File: config.mk
export PLATFORM = sky130hd
export DESIGN_NAME = lms_fifo_frame_reader
export DESIGN_NICKNAME = d
export VERILOG_FILES = /design/src/rtl/lms_reader_pkg.sv /design/src/rtl/lms_out_reg_stage.sv /design/src/rtl/lms_fifo_frame_reader.sv
export SDC_FILE = /design/constraint.sdc
export NUM_CORES = 1
export LEC_CHECK = 0
export ABC_AREA = 1
export CORE_ASPECT_RATIO = 0.75
export CORE_MARGIN = 2
export CORE_UTILIZATION = 42
export CTS_CLUSTER_DIAMETER = 200
export DETAILED_ROUTE_END_ITERATION = 8
export GPL_TIMING_DRIVEN = 0
export PLACE_DENSITY = 0.76
export SYNTH_ARGS = -nofsm -noshare
export SYNTH_HDL_FRONTEND = slang
export SYNTH_HIERARCHICAL = 1
export SYNTH_SLANG_ARGS = --single-unit
File: constraint.sdc
create_clock -name rd_clk -period 1.6 [get_ports rd_clk]
set_input_delay 0.16 -clock rd_clk [delete_from_list [all_inputs] [get_ports rd_clk]]
set_output_delay 0.16 -clock rd_clk [all_outputs]
set_load 0.01 [all_outputs]
File: src/rtl/lms_reader_pkg.sv
// Shared definitions for the LMS FIFO frame reader.
// Holds the reader FSM state type and the default sample width, frame
// length and underrun timeout used as parameter defaults.
package lms_reader_pkg;

  localparam int unsigned LMS_SAMPLE_W         = 16;
  localparam int unsigned LMS_FRAME_LEN        = 256;
  localparam int unsigned LMS_UNDERRUN_TIMEOUT = 1024;

  typedef enum logic [1:0] {
    IDLE,
    FETCH,
    DRAIN
  } rd_state_e;

endpackage

File: src/rtl/lms_out_reg_stage.sv
// Single-entry registered valid/ready output stage with first/last sideband.
// Ports:
//   clk, rst           clock, synchronous active-high reset
//   flush              drops any held sample (m_valid cleared)
//   load               capture in_data/in_first/in_last into the register
//   in_data/first/last sample and frame markers to capture
//   m_ready            downstream accept
//   m_valid/m_data/m_first/m_last  registered output stream
// Load wins over a simultaneous accept so the stage sustains 1 sample/cycle.
module lms_out_reg_stage
  import lms_reader_pkg::*;
#(
  parameter int unsigned DATA_WIDTH = LMS_SAMPLE_W
) (
  input  logic                  clk,
  input  logic                  rst,
  input  logic                  flush,
  input  logic                  load,
  input  logic [DATA_WIDTH-1:0] in_data,
  input  logic                  in_first,
  input  logic                  in_last,
  input  logic                  m_ready,
  output logic                  m_valid,
  output logic [DATA_WIDTH-1:0] m_data,
  output logic                  m_first,
  output logic                  m_last
);

  always_ff @(posedge clk) begin
    if (rst) begin
      m_valid <= 1'b0;
      m_data  <= '0;
      m_first <= 1'b0;
      m_last  <= 1'b0;
    end else if (flush) begin
      m_valid <= 1'b0;
    end else if (load) begin
      m_valid <= 1'b1;
      m_data  <= in_data;
      m_first <= in_first;
      m_last  <= in_last;
    end else if (m_valid && m_ready) begin
      m_valid <= 1'b0;
    end
  end

endmodule

File: src/rtl/lms_fifo_frame_reader.sv
// Read-side consumer of the LMS sample prefetch FIFO. A start pulse pops
// exactly FRAME_LEN samples and forwards them on a registered valid/ready
// stream tagged with first/last markers. FIFO starvation for TIMEOUT
// consecutive cycles ends the frame early and sets a sticky underrun flag.
// Ports:
//   rd_clk, rd_rst     clock, synchronous active-high reset
//   start, abort       frame start pulse (IDLE only), synchronous cancel
//   rd_vld, rd_data    FIFO head (prefetch), rd_en pop strobe
//   m_valid/m_ready/m_data/m_first/m_last  output stream to the LMS core
//   busy               not IDLE
//   frame_done         one-cycle pulse after a complete frame is handed off
//   underrun           sticky; cleared by reset or the next accepted start
// Optional: define LMS_FRAME_READER_STATS_EN to add saturating frame_cnt and
// underrun_cnt outputs.
module lms_fifo_frame_reader
  import lms_reader_pkg::*;
#(
  parameter int unsigned DATA_WIDTH = LMS_SAMPLE_W,
  parameter int unsigned FRAME_LEN  = LMS_FRAME_LEN,
  parameter int unsigned TIMEOUT    = LMS_UNDERRUN_TIMEOUT
) (
  input  logic                  rd_clk,
  input  logic                  rd_rst,
  input  logic                  start,
  input  logic                  abort,
  input  logic                  rd_vld,
  input  logic [DATA_WIDTH-1:0] rd_data,
  output logic                  rd_en,
  output logic                  m_valid,
  input  logic                  m_ready,
  output logic [DATA_WIDTH-1:0] m_data,
  output logic                  m_first,
  output logic                  m_last,
  output logic                  busy,
  output logic                  frame_done,
  output logic                  underrun
`ifdef LMS_FRAME_READER_STATS_EN
  ,
  output logic [15:0]           frame_cnt,
  output logic [15:0]           underrun_cnt
`endif
);

  localparam int unsigned CNT_W  = $clog2(FRAME_LEN + 1);
  localparam int unsigned IDLE_W = $clog2(TIMEOUT + 1);
  localparam logic [CNT_W-1:0]  LEN_C  = CNT_W'(FRAME_LEN);
  localparam logic [CNT_W-1:0]  LAST_C = CNT_W'(FRAME_LEN - 1);
  localparam logic [IDLE_W-1:0] TMO_C  = IDLE_W'(TIMEOUT - 1);

  rd_state_e         state_q, state_d;
  logic [CNT_W-1:0]  cnt_q, cnt_d;
  logic [IDLE_W-1:0] idle_q, idle_d;
  logic              underrun_q, underrun_d;
  logic              done_q, done_d;
  logic              pop;
  logic              und_set;

  always_comb begin
    state_d    = state_q;
    cnt_d      = cnt_q;
    idle_d     = idle_q;
    underrun_d = underrun_q;
    done_d     = 1'b0;
    pop        = 1'b0;
    und_set    = 1'b0;
    // Abort outranks everything, including a start seen in IDLE; the FETCH
    // branch is skipped so no pop can happen on the abort cycle.
    if (abort) begin
      state_d = IDLE;
    end else begin
      case (state_q)
        IDLE: begin
          if (start) begin
            state_d    = FETCH;
            cnt_d      = '0;
            idle_d     = '0;
            underrun_d = 1'b0;
          end
        end
        FETCH: begin
          pop = rd_vld && (!m_valid || m_ready) && (cnt_q < LEN_C);
          if (pop) begin
            cnt_d = cnt_q + 1'b1;
            if (cnt_q == LAST_C) state_d = DRAIN;
          end
          if (rd_vld) begin
            idle_d = '0;
          end else if (idle_q == TMO_C) begin
            underrun_d = 1'b1;
            und_set    = 1'b1;
            state_d    = DRAIN;
          end else begin
            idle_d = idle_q + 1'b1;
          end
        end
        DRAIN: begin
          if (!m_valid || m_ready) begin
            state_d = IDLE;
            done_d  = (cnt_q == LEN_C) && !underrun_q;
          end
        end
        default: state_d = IDLE;
      endcase
    end
  end

  always_ff @(posedge rd_clk) begin
    if (rd_rst) begin
      state_q    <= IDLE;
      cnt_q      <= '0;
      idle_q     <= '0;
      underrun_q <= 1'b0;
      done_q     <= 1'b0;
    end else begin
      state_q    <= state_d;
      cnt_q      <= cnt_d;
      idle_q     <= idle_d;
      underrun_q <= underrun_d;
      done_q     <= done_d;
    end
  end

  // Never pop while reset is asserted: the sample would be lost.
  assign rd_en      = pop && !rd_rst;
  assign busy       = (state_q != IDLE);
  assign frame_done = done_q;
  assign underrun   = underrun_q;

  lms_out_reg_stage #(
    .DATA_WIDTH(DATA_WIDTH)
  ) u_out (
    .clk     (rd_clk),
    .rst     (rd_rst),
    .flush   (abort),
    .load    (rd_en),
    .in_data (rd_data),
    .in_first(cnt_q == '0),
    .in_last (cnt_q == LAST_C),
    .m_ready (m_ready),
    .m_valid (m_valid),
    .m_data  (m_data),
    .m_first (m_first),
    .m_last  (m_last)
  );

`ifdef LMS_FRAME_READER_STATS_EN
  always_ff @(posedge rd_clk) begin
    if (rd_rst) begin
      frame_cnt    <= '0;
      underrun_cnt <= '0;
    end else begin
      if (done_d && !rd_rst && frame_cnt != '1) frame_cnt <= frame_cnt + 1'b1;
      if (und_set && underrun_cnt != '1) underrun_cnt <= underrun_cnt + 1'b1;
    end
  end
`endif

endmodule

==> out/results.ini <==
[power_and_ir_drop]
ir_drop_v = 0.0003245
power_frac_comb_pct = 12.1
p_sw_mw = 0.5265
p_per_area_nw_per_um2 = 668.5
p_int_mw = 1.581
cellLeakagePower_nw = 1.342
power_frac_seq_pct = 51.4
switching_share_pct = 24.98
clkPwrFrac_pct = 36.6

[grt]
grt_start_max_net_pins = 13
antenna_found_initial = 0
grt_pass1_wl_um = 8238
grt-ovfl-total = 0
grt_usage_pct = 17.72
grt_pass1_vias = 1807

[clock_tree]
h-tree-depth = 2
clk_latency_ns = 0.31
cts-root-buf = clkbuf_8
cts_buffer_depth = 2
ctsHoldBuffers = 0
cts_tree = done
cts_buffers = 5
clkTransAtPathRegs_ns = 0.07
cts_sinks = 43

[layout]
seqCellArea_sq_um = 878.3
antenna_cells = 0
area_delta_synth_final_pct = 37.25
fillers = 474
stdcell_area_sq_um = 3153
utilization_pct = 59.55
multi_input_area_sq_um = 1262
nNetsFinal = 417
drive_above_1_share_pct = 22.19

[route]
wl_per_cell_um = 11.65
drc = 0
finalWirelength_um = 5440
vias = 2216
drt-initial-drc-count = 107
ant_nets = 0
via_per_inst = 4.745
firstDrtPassIters = 4

[worst_hold_path]
worstHoldPathType = input pin to register

[sta]
holdWs_ns = 0.3070
grt_setup_unrepaired = no
finalSetupTns_ns = 0
layout_min_cycle_time_ns = 1.527
tightestPinTransition_ns = 0.4287
slew_viol_final = 0
fin_skew_ns = 0.01104
setup_violations = 0
relSlewSlack_pct = 71.32
setup_slack_ns = 0.07336
hold_violations = 0
fin_crit_sh_pct = 95.42
max_freq_mhz = 655.0

[synth]
synth_area_sq_um = 2297
yosysSeqAreaShare_pct = 37.47
synth_cells = 328
ys_ff_latch = 43
ys_types = 33
syn_area_per_cell_sq_um = 7.004
synth_common_cells = nand2_1 (65), nor2_1 (56), inv_1 (53), dfxtp_1 (43), nand3_1 (22)
synth_ff_type = dfxtp_1
yosys.area.top_type = dfxtp_1
syn_nets = 354
synth_area_leaders = dfxtp_1 (37%), nand2_1 (11%), nor2_1 (9.2%)
synth_top_area_share_pct = 37.47
yosys_warnings = 6
async_flop_share_pct = 0
synth_edf_count = 0
synth_most_common_cell = nand2_1

[die]
dieArea_sq_um = 6083
core_sq_um = 5295
rows = 23
io_pins = 45
initial_core_util_pct = 43.38
die_w_um = 89.40
die_h_um = 68.05

[worst_setup_path]
required_ns = 1.44
crit_path_max_incr_delay_ns = 0.53
critical_path_buf_inv_count = 3
cp_common_cell = nor3_4
cpLargestDelayFamily = buffers and inverters
slowest_stage = clkdlybuf4s50_1
path_cells = clkdlybuf4s50_1 > nor2_4 > nor3_4 > inv_1 > nor3_4 > clkdlybuf4s15_2
critPathKind = input pin to output port
worstPathArrival_ns = 1.37
setup.worst_path.end_class = output port
critPathMaxFanout = 3
worst_setup_path_start_kind = input pin

[placement]
gp_congestion = 0.8429
place_area_sq_um = 2874
detailedPlace.worstSlack_ns = -0.4824
place_hpwl_um = 3865
io_buffers = 44

[flow_run]
drv_cap = 0

[run_status]
status = complete, no violations

==> per-layer routing <==
layer	up-vias	GRT usage (%)	wire length, um
met5	-	0	0
met4	0	4.478	63
met3	7	5.911	244
met2	49	26.67	2470
met1	1012	24.47	2662
li1	1148	-	-
==> power by group through the flow <==
| stage | registers [mW] | logic, mW | clock network [mW] |
|---|---|---|---|
| 3_3_place_gp | 1.11 | 0.231 | 0 |
| 6_report | 1.08 | 0.254 | 0.771 |
| 5_1_grt | 1.08 | 0.273 | 0.836 |
| 4_1_cts | 1.09 | 0.238 | 0.785 |
| 3_5_place_dp | 1.11 | 0.235 | 0 |
| 2_1_floorplan | 1.11 | 0.135 | 0 |
==> flip-flops by register name, summed over array words and instances, names as in the netlist <==
| signal | cells |
|---|---|
| u_out/m_data | 16 |
| u_out/m_valid | 1 |
| u_out/m_first | 1 |
| u_out/m_last | 1 |
| state_q | 2 |
| cnt_q | 9 |
| underrun | 1 |
| frame_done | 1 |
| idle_q | 11 |
==> kinds of logic after synthesis <==
logic type                 count (synthesis)  share of synthesized area (%)
adders and majority gates                  4                          2.179
DFF                                       43                          37.47
buffers and inverters                     64                          12.09
xor gates and xnor gates                   1                         0.3813
and+or+nand+nor                          189                          40.74
AOI/OAI and AO/OA                         27                          7.136
==> final cells by class <==
cell class                 instances  share of cell area [%]
tap                               75                   2.976
multi-input combinational        221                   40.04
timing repair buffer              56                   16.75
buffer                             5                   1.905
sequential                        43                   27.86
inverter                          59                   7.302
clock buffer                       8                   3.175
==> per-stage QoR <==
step | total power [mW] | cells
after floorplan | 1.247 | 328
after global placement | 1.342 | 447
after detailed placement | 1.347 | 447
after CTS | 2.109 | 457
after global routing | 2.194 | 467
final | 2.108 | 467
==> repair_timing <==
action / 4_1_cts / 5_1_grt
hold endpoints to repair: 0 / 0
setup buffers: 2 / 10
setup endpoints to repair: 21 / 26
gates resized for setup: 14 / 21
pin swaps: 1 / 4
==> worst paths after layout <==
check	to	slack (ns)	cells after the start	startpoint
setup / recovery	rd_en	0.07	6	m_ready
hold / removal	cnt_q[1]$_SDFFE_PP0P_	0.31	2	rd_rst
setup reg to reg	idle_q[0]$_SDFFE_PP0P_	0.09	8	idle_q[0]$_SDFFE_PP0P_
hold reg to reg	cnt_q[0]$_SDFFE_PP0P_	0.47	1	cnt_q[0]$_SDFFE_PP0P_
==> worst register-to-register path, delay by kind of cell (launching register included) <==
family	cells	cell delay (ns)
adders and majority gates	1	0.19
and+or+nand+nor	5	0.65
AOI/OAI and AO/OA	1	0.05
buffers and inverters	1	0.16
DFF	1	0.37
==> placed cells by master, fill, tap and decap left out, types with 6 or more instances in the layout <==
master,n
inv_2,6
nand2_4,6
nor2_2,11
nand2_1,63
clkbuf_8,7
nor2_1,54
buf_4,12
dfxtp_1,37
a21oi_1,12
nand3_2,11
nand3_1,20
clkdlybuf4s50_1,40
inv_1,49
Note: power is estimated with default switching activity, not from simulation.
